<file path="config.mk">
export PLATFORM = sky130hd
export DESIGN_NAME = display_colour_adapt
export DESIGN_NICKNAME = d
export VERILOG_FILES = /design/src/rtl/display_pkg.sv /design/src/rtl/dither_pos.sv /design/src/rtl/display_colour_adapt.sv
export SDC_FILE = /design/constraint.sdc
export NUM_CORES = 1
export LEC_CHECK = 0
export BUFFER_PORTS_ARGS = -buffer_cell sky130_fd_sc_hd__buf_4
export CAP_MARGIN = 20
export CELL_PAD_IN_SITES_DETAIL_PLACEMENT = 1
export CELL_PAD_IN_SITES_GLOBAL_PLACEMENT = 1
export CORE_MARGIN = 2
export CORE_UTILIZATION = 38
export CTS_CLUSTER_SIZE = 8
export DETAILED_ROUTE_END_ITERATION = 8
export GPL_ROUTABILITY_DRIVEN = 0
export PLACE_DENSITY_LB_ADDON = 0.1
export SYNTH_ARGS = -nofsm -noshare
export SYNTH_HDL_FRONTEND = slang
export SYNTH_SLANG_ARGS = --single-unit
</file>
<file path="constraint.sdc">
create_clock -name clk_pix -period 2.5 [get_ports clk_pix]
set_input_delay 0.375 -clock clk_pix [delete_from_list [all_inputs] [get_ports clk_pix]]
set_output_delay 0.375 -clock clk_pix [all_outputs]
set_load 0.01 [all_outputs]
</file>
<file path="src/rtl/display_pkg.sv">
// Shared constants and the 2x2 Bayer index helper for the colour-depth adapter.
package display_pkg;

    localparam int DITHER_NONE     = 0;
    localparam int DITHER_ORDERED  = 1;
    localparam int DITHER_TEMPORAL = 2;

    // Position {rp,cp} maps to 0,2,3,1; temporal mode rotates the index by the frame count.
    function automatic logic [1:0] bayer2x2(input logic rp, input logic cp,
                                            input logic [1:0] fc, input int mode);
        logic [1:0] idx;
        case ({rp, cp})
            2'b00:   idx = 2'd0;
            2'b01:   idx = 2'd2;
            2'b10:   idx = 2'd3;
            default: idx = 2'd1;
        endcase
        if (mode == DITHER_TEMPORAL) begin
            idx = idx + fc;
        end else if (mode != DITHER_ORDERED) begin
            idx = 2'd0;
        end
        return idx;
    endfunction

endpackage

</file>
<file path="src/rtl/dither_pos.sv">
// Column/row parity and frame counter tracking; emits the Bayer index for the current pixel.
module dither_pos
    import display_pkg::*;
#(
    parameter int MODE = DITHER_ORDERED
) (
    input  logic       clk_pix,
    input  logic       rst_pix_n,
    input  logic       de,
    input  logic       frame,
    output logic [1:0] b
);

    logic       cp;
    logic       rp;
    logic       de_prev;
    logic [1:0] fc;

    // A frame pulse clears rp even when it lands on a de falling edge.
    always_ff @(posedge clk_pix or negedge rst_pix_n) begin
        if (!rst_pix_n) begin
            cp      <= 1'b0;
            rp      <= 1'b0;
            de_prev <= 1'b0;
            fc      <= 2'd0;
        end else begin
            cp      <= de ? ~cp : 1'b0;
            de_prev <= de;
            if (frame) begin
                rp <= 1'b0;
                fc <= fc + 2'd1;
            end else if (de_prev && !de) begin
                rp <= ~rp;
            end
        end
    end

    assign b = bayer2x2(rp, cp, fc, MODE);

endmodule

</file>
<file path="src/rtl/display_colour_adapt.sv">
// Two-stage colour-depth adapter: widens by bit replication or narrows with optional dithering,
// keeping de/hsync/vsync aligned with the adapted pixel.
module display_colour_adapt
    import display_pkg::*;
#(
    parameter int BPC_IN   = 5,
    parameter int BPC_OUT  = 8,
    parameter int CHANNELS = 3,
    parameter int DITHER   = DITHER_ORDERED
) (
    input  logic                         clk_pix,
    input  logic                         rst_pix_n,
    input  logic                         disp_de,
    input  logic                         disp_hsync,
    input  logic                         disp_vsync,
    input  logic                         disp_frame,
    input  logic [CHANNELS*BPC_IN-1:0]   disp_din,
    output logic                         board_de,
    output logic                         board_hsync,
    output logic                         board_vsync,
    output logic [CHANNELS*BPC_OUT-1:0]  board_dout
);

    localparam int D  = BPC_IN - BPC_OUT;
    localparam int IW = CHANNELS * BPC_IN;
    localparam int OW = CHANNELS * BPC_OUT;

    logic [1:0]        b;
    logic [BPC_IN-1:0] t_next;
    logic [BPC_IN-1:0] d1_t;
    logic [IW-1:0]     d1_data;
    logic              d1_de;
    logic              d1_hsync;
    logic              d1_vsync;
    logic [OW-1:0]     dout_next;

    dither_pos #(.MODE(DITHER)) u_pos (
        .clk_pix   (clk_pix),
        .rst_pix_n (rst_pix_n),
        .de        (disp_de),
        .frame     (disp_frame),
        .b         (b)
    );

    // Scale the 2-bit index so its top bit lands just below the first kept output bit.
    generate
        if (D >= 2) begin : g_t_shift
            assign t_next = {{(BPC_IN-2){1'b0}}, b} << (D - 2);
        end else if (D == 1) begin : g_t_half
            assign t_next = {{(BPC_IN-1){1'b0}}, b[1]};
        end else begin : g_t_none
            assign t_next = '0;
        end
    endgenerate

    always_ff @(posedge clk_pix or negedge rst_pix_n) begin
        if (!rst_pix_n) begin
            d1_data  <= '0;
            d1_t     <= '0;
            d1_de    <= 1'b0;
            d1_hsync <= 1'b0;
            d1_vsync <= 1'b0;
        end else begin
            d1_data  <= disp_din;
            d1_t     <= t_next;
            d1_de    <= disp_de;
            d1_hsync <= disp_hsync;
            d1_vsync <= disp_vsync;
        end
    end

    generate
        for (genvar c = 0; c < CHANNELS; c++) begin : g_ch
            logic [BPC_IN-1:0]  cin;
            logic [BPC_OUT-1:0] cout;

            assign cin = d1_data[c*BPC_IN +: BPC_IN];

            if (BPC_OUT > BPC_IN) begin : g_widen
                localparam int REP = (BPC_OUT + BPC_IN - 1) / BPC_IN;
                logic [REP*BPC_IN-1:0] rep;
                assign rep  = {REP{cin}};
                assign cout = rep[REP*BPC_IN-1 -: BPC_OUT];
            end else if (BPC_OUT == BPC_IN) begin : g_equal
                assign cout = cin;
            end else begin : g_narrow
                logic [BPC_IN:0]   sum;
                logic [BPC_IN-1:0] sat;
                // Saturate rather than wrap so bright pixels never flip to black.
                assign sum  = {1'b0, cin} + {1'b0, d1_t};
                assign sat  = sum[BPC_IN] ? {BPC_IN{1'b1}} : sum[BPC_IN-1:0];
                assign cout = sat[BPC_IN-1:D];
            end

            assign dout_next[c*BPC_OUT +: BPC_OUT] = cout;
        end
    endgenerate

    always_ff @(posedge clk_pix or negedge rst_pix_n) begin
        if (!rst_pix_n) begin
            board_de    <= 1'b0;
            board_hsync <= 1'b0;
            board_vsync <= 1'b0;
            board_dout  <= '0;
        end else begin
            board_de    <= d1_de;
            board_hsync <= d1_hsync;
            board_vsync <= d1_vsync;
            board_dout  <= d1_de ? dout_next : '0;
        end
    end

endmodule

</file>
Word level (Yosys, flattened, before mapping)
Cells that the tools add are included.
Widths: inputs -> output; s select.
- register bits after elaboration: 45
- output and inout bits: 27
- muxes and demuxes: 1
- operators with widths (operator ; number):
    $mux 24 ; 1

Logic depth before layout (Yosys ltp)
Gate-level depths: netlist of run 1.
- depth in word-level cells: 1
- gate-level depth with buffers: 2
- mapped depth without buffers: 1

Worst setup path after synthesis of run 1
OpenSTA, ideal clock, no wires.
- path type: register -> output
- start: register board_dout[13]
- end: output board_dout[13]
- data arrival time: 0.539 ns
- path slack: 1.586 ns
- cell stages (with the launch flop): 2
- buffers on the path: 1
- path through: dfrtp_1 -> buf_4
- RTL lines (element ; line ; source):
    start, declared ; display_colour_adapt.sv:21 ; output logic [CHANNELS*BPC_OUT-1:0] board_dout
    start signal, assigned ; display_colour_adapt.sv:109 ; board_dout <= d1_de ? dout_next : '0;
No word-level cell between the ends.

==> results of run 1 <==
[sequential cells by signal, summed over array words and instances, names as in the netlist]
register	flops
board_de	1
board_dout	15
board_hsync	1
board_vsync	1
d1_data	15
d1_de	1
d1_hsync	1
d1_vsync	1
[placed cells by master (no fill, tap or decap), drive strengths merged]
master / instances
and2: 15
buf: 46
clkbuf: 8
dfrtp: 36
dlygate4sd3: 1
[report_power, final]
| group | total, mW | internal [mW] | leakage (nW) | switching [mW] |
|---|---|---|---|---|
| Sequential | 0.623 | 0.611 | 0.438 | 0.0119 |
| Combinational | 0.0901 | 0.0537 | 0.281 | 0.0363 |
| Clock | 0.311 | 0.139 | 0.0326 | 0.173 |
| Total | 1.02 | 0.804 | 0.751 | 0.221 |
[cell families (layout without fill, tap and decap cells)]
kind of cell	count (synthesis)	after routing	share of synthesized area (%)
simple gates	15	15	9.896
buf+inv	10	55	7.249
flops	36	36	82.85
[per-stage QoR]
| stage | hold WS, ps | utilization, % |
|---|---|---|
| after floorplan | 79.41 | - |
| after global placement | 338.7 | 50.94 |
| after detailed placement | 343.4 | 50.94 |
| after CTS | 126.5 | 53.46 |
| after global routing | 120.0 | 53.46 |
| final | 148.4 | 53.46 |
[metal layers]
layer  up-vias  share of wire (%)
met5         -                  0
met1       297                 31
met2        28                 59
met3         4                8.0
li1        263                  -
met4         0                2.3
[cell type report]
type | count | area share [%]
Clock buffer | 8 | 4.024
Tap cell | 31 | 2.654
Multi-Input combinational cell | 15 | 7.363
Sequential cell | 36 | 61.64
Timing Repair Buffer | 47 | 24.32
[worst max-delay path by stage]
stage | end | start | cells after the start | slack (ps)
after floorplan | board_dout[13] | board_dout[13] | 1 | 1590
final | board_dout[9] | board_dout[14] | 1 | 1250
after detailed placement | board_dout[22] | d1_de | 1 | 1600
after global routing | board_dout[16] | board_dout[21] | 1 | 1200
after CTS | board_dout[9] | board_dout[14] | 1 | 1220
after global placement | board_dout[22] | d1_de | 1 | 1610
==> results.ini, run 1 <==
[outcome]
status = finished, final reports clean

[sta]
report.final.slew_viol_count = 0
fin_ws_ps = 1254
clock_skew_ps = 2.033
setup_viol = 0
timing.fmax_mhz = 802.8
grt_setup_unrepaired = false
fin_crit_sh_pct = 49.83
hold_violations = 0
slew_headroom_pct = 70.67
tns_ps = 0
period_needed_ps = 1246
tightestPinTransition_ps = 439.9

[floorplan]
start_util_pct = 39.77
die_area_um2 = 3305
rows = 19
coreArea_um2 = 2734
die_y_um = 57.49
pin_count = 48
die_x_um = 57.49

[drt]
viasPerCell = 4.321
num_vias = 592
routed_wl_mm = 1.776
wire_per_inst_um = 12.96
ant_nets = 0
first_pass_iters = 4
drc = 0
drt_iter0_drc = 16

[global_route]
grt_max_degree = 37
grt_use_total_pct = 12.24
overflow = 0
met2_usage_pct = 23.21
antenna_found_initial = 0
grt_pass1_wl_mm = 2.801
met3_usage_pct = 5.215
busiest_layer = met2
met1_usage_pct = 9.366
grt_pass1_vias = 663

[power_and_ir_drop]
leakage_nw = 0.7513
power_density_nw_per_um2 = 701.0
total_power_mw = 1.024
peakVddDrop_uv = 422.0

[synth]
syn_inst = 61
synth_edf_count = 0
ys.flop_type = dfrtp_1
synth_top_area_share_pct = 82.85
yosysWarningCount = 0
synth_most_common_cell = dfrtp_1
syn_nets = 82
synth_commonest_cells = 36 x dfrtp_1, 11 x and2_2, 9 x buf_4
yosysSeqAreaShare_pct = 82.85
syn_area_um2 = 1087
syn_area_per_cell_um2 = 17.82
synthTopCellsByArea = dfrtp_1 83%, and2_2 7.6%, buf_4 6.2%, and2_1 2.3%, buf_6 1.0%
yosysTopAreaCell = dfrtp_1
synth.distinct_cells = 5
synth-seq-cells = 36
async_flop_share_pct = 100.0

[clock_network]
postCtsHoldBufs = 1
cts.path.max_buffers = 2
clk_pin_slew_ps = 100
cts_buffers = 5
h-tree-depth = 2
cts.repair.resized = 0
clock_latency_ps = 320
cts_sinks = 36
ctsRootBufferMaster = clkbuf_4
postCtsSetupBuffers = 0
cts_tree = yes

[layout]
stdcell_count = 137
finalNetCount = 126
multi_input_area_um2 = 107.6
diodes = 0
drive_gt1_share_pct = 59.43
regArea_um2 = 900.9
syn_to_final_growth_pct = 34.41
num-fill-cells = 282
final_area_um2 = 1461

[setup_path]
end_kind = primary output
start_kind = register
r2r-start = d1_de
cp_slowest_stage_delay_ps = 400
worst_r2r_path_depth = 1
cp_top_family = flip-flops
cpMaxStageDelayCell = dfrtp_1
r2r-end = board_dout[22]
ff2ff_setup_slack_ps = 1600
path_max_fanout = 2
path_cells = buf_4
cp.required_ps = 2120
worstPathBufferInverterCount = 1
crit_arrival_ps = 870
critPathKind = register to primary output

[worst_hold_path]
holdPathEnd = d1_data[6]
hold_path_class = input pin to register
worstHoldPathCells = 1
worstHoldStart = disp_din[6]

[placement]
pre_cts_slack_ps = 1598
placed_area_um2 = 1393
port_buffers = 46
placedCellCount = 128

[run]
cap_violations = 0

Note: power is estimated with default switching activity, not from simulation.
==> inputs of run 2 (changes only) <==
--- a/config.mk
+++ b/config.mk
@@ -10,7 +10,7 @@
 export CELL_PAD_IN_SITES_DETAIL_PLACEMENT = 1
 export CELL_PAD_IN_SITES_GLOBAL_PLACEMENT = 1
 export CORE_MARGIN = 2
-export CORE_UTILIZATION = 38
+export CORE_UTILIZATION = 32
 export CTS_CLUSTER_SIZE = 8
 export DETAILED_ROUTE_END_ITERATION = 8
 export GPL_ROUTABILITY_DRIVEN = 0
==> constraint.sdc (replaced) <==
create_clock -name clk_pix -period 1.1 [get_ports clk_pix]
set_input_delay 0.165 -clock clk_pix [delete_from_list [all_inputs] [get_ports clk_pix]]
set_output_delay 0.165 -clock clk_pix [all_outputs]
set_load 0.01 [all_outputs]
==> results.ini, run 2 (same netlist as run 1, synthesis figures left out) <==
[setup_path]
worstPathBufferInverterCount = 1
path_cells = buf_4
cp_slowest_stage_delay_ps = 400
r2r-start = d1_de
start_kind = register
r2r-end = board_dout[22]
ff2ff_setup_slack_ps = 200
end_kind = primary output
worst_r2r_path_depth = 1
cp.required_ps = 940
critPathKind = register to primary output
path_max_fanout = 2
cpMaxStageDelayCell = dfrtp_1
crit_arrival_ps = 880
cp_top_family = flip-flops
startpoint = board_dout[22]

[sta]
setup_viol = 0
clock_skew_ps = 6.147
fin_ws_ps = 56.11
whs_ps = 311.1
timing.fmax_mhz = 958.0
report.final.slew_viol_count = 0
tns_ps = 0
grt_setup_unrepaired = true
tightestPinTransition_ps = 432.4
fin_crit_sh_pct = 94.90
slew_headroom_pct = 71.17
period_needed_ps = 1044
hold_violations = 0

[floorplan]
rows = 21
die_y_um = 62.29
start_util_pct = 32.84
coreArea_um2 = 3311
die_x_um = 62.29
die_area_um2 = 3880
pin_count = 48

[drt]
drc = 0
wire_per_inst_um = 11.58
num_vias = 661
viasPerCell = 3.888
first_pass_iters = 2
routed_wl_mm = 1.968
ant_nets = 0
drt_iter0_drc = 9

[layout]
stdcell_count = 170
num-fill-cells = 346
drive_gt1_share_pct = 50.81
layout_common_cells = 46 x buf_4, 36 x dfrtp_1, 19 x dlygate4sd3_1
final_area_um2 = 1660
layout_commonest_cell = buf_4
postLayoutCoreUtil_pct = 50.15
finalNetCount = 144
syn_to_final_growth_pct = 52.70
diodes = 0
top_regs = board_dout (15), d1_data (15)

[clock_network]
ctsRootBufferMaster = clkbuf_4
cts.path.max_buffers = 2
clk_pin_slew_ps = 100
postCtsSetupBuffers = 0
cts.repair.resized = 0
cts_tree = yes
h-tree-depth = 2
clock_latency_ps = 320
cts_buffers = 5
cts_sinks = 36

[power_and_ir_drop]
total_power_mw = 2.383
internal_power_mw = 1.868
p_seq_share_pct = 59.4
leakage_nw = 0.8265
clkPwrFrac_pct = 29.8
p_comb_share_pct = 10.8
p_sw_share_pct = 21.63
p_sw_uw = 515.5
peakVddDrop_uv = 698.4
power_density_nw_per_um2 = 1435

[global_route]
grt_max_degree = 37
grt_pass1_wl_mm = 3.284
grt_use_total_pct = 11.61
overflow = 0
grt_pass1_vias = 755
antenna_found_initial = 0

[placement]
pre_cts_slack_ps = 188.1
placed_area_um2 = 1411
port_buffers = 46
dp_hpwl_mm = 1.183
placedCellCount = 143

[outcome]
status = finished, final reports clean

[worst_hold_path]
hold_path_class = input pin to asynchronous set/reset pin

[run]
cap_violations = 0

-- run 2: cell count changes in the layout (fill, tap and decap cells not counted), sizes merged --
cell         before  now
dlygate4sd3       1   19
-- run 2: power groups by stage --
stage,registers [mW],clock network (mW),logic [mW]
2_1_floorplan,1.45,0,0.0607
3_3_place_gp,1.44,0,0.203
3_5_place_dp,1.44,0,0.208
4_1_cts,1.42,0.742,0.262
5_1_grt,1.43,0.806,0.281
6_report,1.41,0.710,0.259
-- run 2: area by class of cell --
| cell class | count | area [um^2] | area share (%) |
|---|---|---|---|
| multi-input combinational | 15 | 107.6 | 6.481 |
| sequential | 36 | 900.9 | 54.26 |
| timing repair buffer | 65 | 535.5 | 32.25 |
| tap | 46 | 57.56 | 3.466 |
| clock buffer | 8 | 58.81 | 3.542 |
-- run 2: what timing repair did --
action                                  in CTS  in global routing
hold buffers                                19                  0
hold endpoints to repair                    54                  0
endpoints found under the setup margin       0                  3
-- run 2: how the worst max path moves through the flow --
| stage | to | cells after the start |
|---|---|---|
| floorplan | board_dout[13] | 2 |
| global placement | board_dout[22] | 1 |
| detailed placement | board_dout[22] | 1 |
| CTS | board_dout[17] | 1 |
| global route | board_dout[0] | 1 |
| finish | board_dout[17] | 1 |
-- run 2: routing by layer --
metal	up-vias	wire (um)	GRT usage (%)
met4	0	45	8.333
met1	326	666	10.96
met2	29	1115	20.11
met5	-	0	0
li1	300	-	-
met3	6	141	4.891
==> inputs of run 3 (changes only) <==
--- a/config.mk
+++ b/config.mk
@@ -14,6 +14,7 @@
 export CTS_CLUSTER_SIZE = 8
 export DETAILED_ROUTE_END_ITERATION = 8
 export GPL_ROUTABILITY_DRIVEN = 0
+export MAX_ROUTING_LAYER = met4
 export PLACE_DENSITY_LB_ADDON = 0.1
 export SYNTH_ARGS = -nofsm -noshare
 export SYNTH_HDL_FRONTEND = slang
==> results.ini, run 3 (same netlist as run 1, synthesis figures left out) <==
[power_and_ir_drop]
peakVddDrop_uv = 698.7
power_density_nw_per_um2 = 1438
leakage_nw = 0.8265

[setup_path]
cp.required_ps = 940
cp_slowest_stage_delay_ps = 400
path_cells = buf_4
worstPathBufferInverterCount = 1
critPathKind = register to primary output
startpoint = board_dout[22]
critPathCapture = board_dout[17]
r2r-end = board_dout[22]
r2r-start = d1_de
start_kind = register
cpMaxStageDelayCell = dfrtp_1
crit_arrival_ps = 880
cp_top_family = flip-flops
worst_r2r_path_depth = 1
path_max_fanout = 2
ff2ff_setup_slack_ps = 210
path_depth = 1
end_kind = primary output

[clock_network]
cts.path.max_buffers = 2
cts_sinks = 36
postCtsSetupBuffers = 0
cts_buffers = 5
cts.repair.resized = 0
clock_latency_ps = 330
ctsRootBufferMaster = clkbuf_4
h-tree-depth = 2
clk_pin_slew_ps = 100
cts_tree = yes

[layout]
drive_gt1_share_pct = 50.81
num-fill-cells = 346
multi_input_area_um2 = 107.6
top_regs = board_dout (15), d1_data (15)
syn_to_final_growth_pct = 52.70
layout_common_cells = 46 x buf_4, 36 x dfrtp_1, 19 x dlygate4sd3_1
postLayoutCoreUtil_pct = 50.15
regArea_um2 = 900.9
diodes = 0
finalNetCount = 144
layout_commonest_cell = buf_4

[sta]
clock_skew_ps = 5.844
slew_headroom_pct = 71.06
grt_setup_unrepaired = true
fin_crit_sh_pct = 95.31
timing.fmax_mhz = 953.9
whs_ps = 306.0
tightestPinTransition_ps = 434.1
hold_violations = 0
report.final.slew_viol_count = 0
period_needed_ps = 1048
setup_viol = 0

[drt]
wire_per_inst_um = 11.62
ant_nets = 0
viasPerCell = 3.900
drc = 0
num_vias = 663
first_pass_iters = 2
drt_iter0_drc = 9
routed_wl_mm = 1.976

[placement]
dp_hpwl_mm = 1.183
port_buffers = 46

[floorplan]
rows = 21
coreArea_um2 = 3311
die_y_um = 62.29
start_util_pct = 32.84
pin_count = 48
die_x_um = 62.29
die_area_um2 = 3880

[global_route]
grt_max_degree = 37
overflow = 0
antenna_found_initial = 0
grt_pass1_vias = 751
grt_use_total_pct = 12.07
grt_pass1_wl_mm = 3.291

[outcome]
status = finished, final reports clean

[run]
cap_violations = 0

[worst_hold_path]
hold_path_class = input pin to asynchronous set/reset pin

==> run 3: cell counts in the layout (fill, tap and decap cells not counted) <==
No cell type changed its count.
==> run 3: per-layer routing <==
| layer | GRT usage [%] | share of wire (%) | vias to the layer above |
|---|---|---|---|
| li1 | - | - | 300 |
| met1 | 11.08 | 34 | 327 |
| met2 | 20.11 | 56 | 30 |
| met3 | 6.341 | 8.2 | 6 |
| met4 | 6.667 | 2.1 | 0 |
| met5 | - | 0 | - |
==> run 3: how the worst min path moves through the flow <==
stage | depth (start not counted) | end
final | 2 | d1_de
after global placement | 1 | d1_vsync
after floorplan | 0 | board_de
after detailed placement | 1 | d1_vsync
after CTS | 2 | board_dout[22]
after global routing | 2 | d1_vsync
==> run 3: area by class of cell <==
class,count,area share [%]
timing repair buffer,65,32.25
sequential,36,54.26
multi-input combinational,15,6.481
tap,46,3.466
clock buffer,8,3.542
==> run 3: repair_timing <==
item / CTS / global route
setup endpoints to repair: 0 / 4
hold buffers: 19 / 0
hold endpoints to repair: 54 / 0
==> run 3: per-stage QoR <==
stage / power [mW] / cell area, um^2 / setup WS [ps] / cells / setup TNS [ps]
2_1_floorplan: 1.513 / 1087 / 299.8 / 61 / 0
3_3_place_gp: 1.642 / 1411 / 192.6 / 143 / 0
3_5_place_dp: 1.651 / 1411 / 188.1 / 143 / 0
4_1_cts: 2.421 / 1660 / 24.01 / 170 / 0
5_1_grt: 2.519 / 1660 / -9.826 / 170 / -33.82
6_report: 2.388 / 1660 / 51.62 / 170 / 0
==> run 3: power by group <==
group / internal [mW] / switching [mW]
Clock: 0.315 / 0.399
Sequential: 1.39 / 0.0262
Combinational: 0.164 / 0.0947
Total: 1.87 / 0.520
